--- src/rtl/alu_muldiv_ctl.sv ---
// EX-stage ALU decode plus HI/LO with an iterative DIVU (MULTU when MULDIV_MULTU_EN is defined).
// Decode is combinational; DIVU/MULTU hold busy for WIDTH cycles (1 for divide-by-zero), stalling the pipe.
module alu_muldiv_ctl #(
  parameter int WIDTH = 32,
  localparam int CNT_W = $clog2(WIDTH) + 1
) (
  input  logic             clk,
  input  logic             rst_n,
  input  logic [1:0]       ALUOp,
  input  logic [5:0]       Funct,
  input  logic             valid_in,
  input  logic [WIDTH-1:0] src_a,
  input  logic [WIDTH-1:0] src_b,
  output logic [2:0]       ALUOperation,
  output logic [1:0]       MUXsignal,
  output logic             busy,
  output logic [WIDTH-1:0] hi,
  output logic [WIDTH-1:0] lo,
  output logic             div_zero
);

  typedef enum logic [1:0] {IDLE, DIV, FIN} state_t;

  state_t           state;
  logic [CNT_W-1:0] cnt;
  logic [WIDTH-1:0] dvd, dvs, rem;
  logic [WIDTH-1:0] rem_nxt, dvd_nxt;
  logic [WIDTH:0]   rem_sh, diff;
  logic             start;
`ifdef MULDIV_MULTU_EN
  logic             is_mul;
  logic [WIDTH:0]   sum;
`endif

  always_comb begin
    ALUOperation = 3'b010;
    MUXsignal    = 2'b10;
    if (ALUOp == 2'b01) begin
      ALUOperation = 3'b110;
    end else if (ALUOp == 2'b10) begin
      case (Funct)
        6'd32:   ALUOperation = 3'b010;
        6'd34:   ALUOperation = 3'b110;
        6'd36:   ALUOperation = 3'b000;
        6'd37:   ALUOperation = 3'b001;
        6'd13:   ALUOperation = 3'b001;
        6'd42:   ALUOperation = 3'b111;
        6'd0:    ALUOperation = 3'b011;
        6'd16:   MUXsignal    = 2'b00;
        6'd18:   MUXsignal    = 2'b01;
        default: ALUOperation = 3'b010;
      endcase
    end
  end

  assign start = valid_in && (ALUOp == 2'b10) && (state == IDLE);

  // dvd doubles as the quotient shift register (divide) or the low product half (multiply)
  always_comb begin
    rem_sh = {rem, dvd[WIDTH-1]};
    diff   = rem_sh - {1'b0, dvs};
    if (!diff[WIDTH]) begin
      rem_nxt = diff[WIDTH-1:0];
      dvd_nxt = {dvd[WIDTH-2:0], 1'b1};
    end else begin
      rem_nxt = rem_sh[WIDTH-1:0];
      dvd_nxt = {dvd[WIDTH-2:0], 1'b0};
    end
`ifdef MULDIV_MULTU_EN
    sum = {1'b0, rem} + (dvd[0] ? {1'b0, dvs} : {(WIDTH+1){1'b0}});
    if (is_mul) begin
      rem_nxt = sum[WIDTH:1];
      dvd_nxt = {sum[0], dvd[WIDTH-1:1]};
    end
`endif
  end

  always_ff @(posedge clk or negedge rst_n) begin
    if (!rst_n) begin
      state    <= IDLE;
      cnt      <= '0;
      dvd      <= '0;
      dvs      <= '0;
      rem      <= '0;
      hi       <= '0;
      lo       <= '0;
      busy     <= 1'b0;
      div_zero <= 1'b0;
`ifdef MULDIV_MULTU_EN
      is_mul   <= 1'b0;
`endif
    end else begin
      div_zero <= 1'b0;
      case (state)
        IDLE: begin
          if (start) begin
            case (Funct)
              6'd27: begin
                dvd  <= src_a;
                dvs  <= src_b;
                rem  <= '0;
                busy <= 1'b1;
`ifdef MULDIV_MULTU_EN
                is_mul <= 1'b0;
`endif
                if (src_b == '0) begin
                  state    <= FIN;
                  div_zero <= 1'b1;
                end else begin
                  state <= DIV;
                  cnt   <= CNT_W'(WIDTH);
                end
              end
`ifdef MULDIV_MULTU_EN
              6'd25: begin
                dvd    <= src_b;
                dvs    <= src_a;
                rem    <= '0;
                is_mul <= 1'b1;
                cnt    <= CNT_W'(WIDTH);
                state  <= DIV;
                busy   <= 1'b1;
              end
`endif
              6'd17:   hi <= src_a;
              6'd19:   lo <= src_a;
              default: ;
            endcase
          end
        end
        DIV: begin
          rem <= rem_nxt;
          dvd <= dvd_nxt;
          cnt <= cnt - 1'b1;
          // the final step's result goes straight to HI/LO so they update atomically
          if (cnt == CNT_W'(1)) begin
            hi    <= rem_nxt;
            lo    <= dvd_nxt;
            state <= IDLE;
            busy  <= 1'b0;
          end
        end
        FIN: begin
          lo    <= '1;
          hi    <= dvd;
          state <= IDLE;
          busy  <= 1'b0;
        end
        default: begin
          state <= IDLE;
          busy  <= 1'b0;
        end
      endcase
    end
  end

endmodule

--- config.mk ---
export PLATFORM = sky130hd
export DESIGN_NAME = alu_muldiv_ctl
export DESIGN_NICKNAME = d
export VERILOG_FILES = /design/src/rtl/alu_muldiv_ctl.sv
export SDC_FILE = /design/constraint.sdc
export NUM_CORES = 1
export LEC_CHECK = 0
export CAP_MARGIN = 20
export CORE_ASPECT_RATIO = 0.6
export CORE_MARGIN = 3
export CORE_UTILIZATION = 56
export DETAILED_ROUTE_END_ITERATION = 8
export PLACE_DENSITY = 0.81
export SKIP_LAST_GASP = 1
export SLEW_MARGIN = 20
export SYNTH_ARGS = -nofsm -noshare
export SYNTH_HDL_FRONTEND = slang
export SYNTH_SLANG_ARGS = --single-unit
--- constraint.sdc ---
create_clock -name clk -period 3.9 [get_ports clk]
set_clock_uncertainty 0.05 [all_clocks]
set_input_delay 0.78 -clock clk [delete_from_list [all_inputs] [get_ports clk]]
set_output_delay 0.78 -clock clk [all_outputs]
set_load 0.005 [all_outputs]
==> impl_results.md <==
* # diodes at 0
* Pleak at approximately 5.4 nW
* IO Pins at 146
* Switching part of the total at a little under a third
* Core Footprint at 18210 µm²
* All-layer global routing usage at 29.26%
* Sequential cell area fraction in the yosys report at a little over 40%
* Clock-pin slew reported for the worst setup and hold paths after clock tree synthesis at 70 ps
* Total number of placement rows at 38
* Highest net fanout along the worst path at 4
* Number of setup buffers added after CTS at 0
* Post-DRT Antenna Nets at 0
* DIE AREA at 20430 µm²
* Total vias in the final route at 9862
* Starting utilization of the core area at between 50% and 60%
* Synth Flop Type: sky130_fd_sc_hd__dfrtp_1
* Post-Synth XOR/XNOR Area at 1.757%
* Count of endpoints failing hold in the final timing report at 0
* Global-route wire length before repair at 47.99 mm
* Synth Warn # at 0
* Global Route met1 Usage at 43.94%
* Launching element type of the critical path: input port
* Root Driver: sky130_fd_sc_hd__clkbuf_16
* Met3 usage at approximately 5.5%
* Area share of fa/ha/maj cells after synthesis at 4.733%
* DRC violations left at 0
* GRT overflow at 0
* CTS tree: done
* Avg WL per Cell at 19.04 µm
* # Max-Cap Violations at 0
* Syn_area_per_cell at between 8 and 9 µm²
* TritonRoute pass-1 iters at 5
* Fill count at 1423
* Highest-utilization routing layer at the global route stage: met1
* Total power per unit cell area at 450.1 nW/µm²
* Worst vdd rail ir drop at between 300 and 400 µV
* Post-Synth Simple-Gate Area at 16.83%
* Leading cell types by total area after synthesis: sky130_fd_sc_hd__dfrtp_1 41%, sky130_fd_sc_hd__nand2_1 8.6%, sky130_fd_sc_hd__o21ai_0 6.1%
* Source of the critical timing path: Funct[3]
* GR met2 Demand/Resource at 43.47%
* Sequential share of power at 42.1%
* Netlist area before placement at 10470 µm²
* # nets final at 1449
* Power spent charging and discharging nets at 0.001792 W
* Vias in the first global route at 9131
* Initial antenna violation count at 0
* Critical-path top delay cell: sky130_fd_sc_hd__or4b_2
* Detailed Route Iter0 Violations at approximately 1000
* Utilization after layout at 69.95%
* Clock tree buffer depth at 2
* Final Critical Period at 3602 ps
* Post-CTS Hold Buffers at 0
* Synth Area in Compound Gates at 25.71%
* Slew at the pin closest to its max-slew limit at 753.1 ps
* Normalized max-slew margin at 49.79%
* Most common library cells after synthesis: 239 x sky130_fd_sc_hd__nand2_1, 170 x sky130_fd_sc_hd__dfrtp_1, 127 x sky130_fd_sc_hd__o21ai_0
* Total wire length after detailed routing at 30.24 mm
* Setup slack after placement at 312.4 ps
* Fraction of synthesized area in multiplexers at under 10%
* Average via count per standard cell at 6.210
* Critical path type: input port to output pin
* Reg-to-reg startpoint: dvd[31]$_DFFE_PN0P_
* Share of cells above drive strength 1 at 8.680%
* Number of CTS-inserted buffers at 17
* Flop and latch count out of synthesis at 170
* Total negative setup slack at 0 ps
* Max-slew violation count at 0
* Post-synth EDFFs at 0
* Depth of the most critical reg-to-reg path at 12
* Class of the tightest hold or removal check: input port to asynchronous set/reset pin
* Chain of cells forming the critical path: clkdlybuf4s50_1, inv_1, nor2_1, a21oi_1, or4b_2, clkdlybuf4s50_1
* Combinational share of power at 28.3%
* Sequential standard cell area at 4254 µm²
* Worst R2R End: hi[8]$_DFFE_PN0P_
* Footprint of the multi-input gates at 5670 µm²
* Worst stage delay on the critical path at 630 ps
* Syn Inst Count at 1219
* Top-area cell type share of the netlist area at 40.64%
* Run status: finished clean
* Cell area after layout at about 13000 µm²
* Most common cell in the synthesized netlist: sky130_fd_sc_hd__nand2_1
* Most frequent cell on the critical path: sky130_fd_sc_hd__clkdlybuf4s50_1
* Number of sinks on the clock net at 170
* CTS-repair resized insts at 0
* Worst Path Required at slightly above 3000 ps
* Maximum clock frequency at 0.2776 GHz
* Die extent in x at 182.5 µm
* Cell Area, Placed at 12150 µm²
* RSZ-0062 raised after global routing: false
* Gpl congestion at 0.9674
* Chip height at 111.9 µm
* Hpwl dp at 21.82 mm
* Pin count of the biggest net entering global routing at 70
* Source-to-sink clock delay at the later pin of the worst-skew pair at approximately 440 ps
* Dominant combinational cell family by area after synthesis: compound AO/OA/AOI/OAI gates
* Largest area contributor in the netlist: sky130_fd_sc_hd__dfrtp_1
* CP Data Arrival Time at between 2000 and 3000 ps
* Clock share of power at 29.6%
* Internal power contribution at 0.003941 W
* Synthesized Nets at 1333
* Port Buf Inserts at 145
* Layout overhead on the synthesized area at 21.68%
* Sort of element at the end of the critical path: output pin
* Period utilization at 92.35%
* Proportion of register bits with asynchronous set or reset after synthesis at 100.0%
* Reg-to-reg slack, setup at 360 ps
* Setup violators final at 0
* Final setup slack of the worst path at 298.3 ps
* Number of distinct library cell variants in the gate-level netlist after synthesis at 83
* Depth of the CTS H-tree at 4
## cell families (layout without fill, tap and decap cells)
| kind of cell | Yosys count | in the layout |
|---|---|---|
| muxes | 49 | 49 |
| and+or+nand+nor | 402 | 402 |
| DFF | 170 | 170 |
| buffers and inverters | 132 | 261 |
| AOI/OAI and AO/OA | 406 | 406 |
| adders and majority gates | 39 | 39 |
| xor gates and xnor gates | 21 | 21 |
## sequential cells by signal (all words and copies together) (netlist names)
signal	cells
lo	32
div_zero	1
dvd	32
busy	1
cnt	6
rem	32
state	2
hi	32
dvs	32
## routing by layer
layer	wire, µm	part of all wire [%]
met4	596	2.0
met3	2455	8.1
met1	13840	46
met5	0	0
met2	13350	44
## how the worst max path moves through the flow
stage	cells after the start	slack, ps	end
2_1_floorplan	11	960	hi[31]$_DFFE_PN0P_
3_3_place_gp	6	330	ALUOperation[1]
3_5_place_dp	6	310	ALUOperation[1]
4_1_cts	6	300	ALUOperation[1]
5_1_grt	6	170	ALUOperation[1]
6_report	6	300	ALUOperation[1]
## power groups by stage
stage / sequential (W) / clock [W] / combinational, W
after global routing: 0.00246 / 0.00178 / 0.00177
after floorplan: 0.00240 / 0 / 0.000671
after global placement: 0.00244 / 0 / 0.00158
final: 0.00241 / 0.00170 / 0.00162
after CTS: 0.00241 / 0.00171 / 0.00163
after detailed placement: 0.00244 / 0 / 0.00162
## worst max-delay path, delay by kind of cell
family / cells / cell delay [ps]
compound gates: 1 / 100
buf+inv: 3 / 1050
simple gates: 2 / 840
## through the flow
stage                     std cells  power [W]  hold WS (ps)
after detailed placement       1556   0.004058         417.4
after global placement         1556   0.004013         413.5
after CTS                      1588   0.005750         305.2
after floorplan                1219   0.003074         419.8
final                          1588   0.005733         272.1
after global routing           1588   0.006014         321.4
## final cells by class
class	count	area share [%]
repair buffers	178	13.64
clock buffers	17	3.340
inverters	51	1.503
well taps	240	2.357
flip-flops and latches	170	33.40
clock inverters	15	1.247
multi-input cells	917	44.51
## layout by cell type (no fill, tap or decap), drive strengths merged, types with 3 or more instances in the layout
cell	count
o22ai	3
buf	34
mux2	8
a31oi	44
a211oi	9
or2	5
dfrtp	170
nand4	11
clkbuf	17
o41ai	6
xnor2	12
or3	4
ha	38
o21ai	139
and2	4
o2111ai	3
nor3	13
xor2	9
nand3	17
mux2i	41
o22a	3
clkdlybuf4s50	144
nand3b	4
o21a	7
clkinv	9
a21oi	75
a41oi	21
o211ai	11
o311ai	4
a21o	11
nand2b	9
and3	4
a211o	3
o31ai	37
nor4	13
o221a	6
a21boi	4
nand2	239
nor2	69
inv	56
Power figures use the tool's default switching activity.
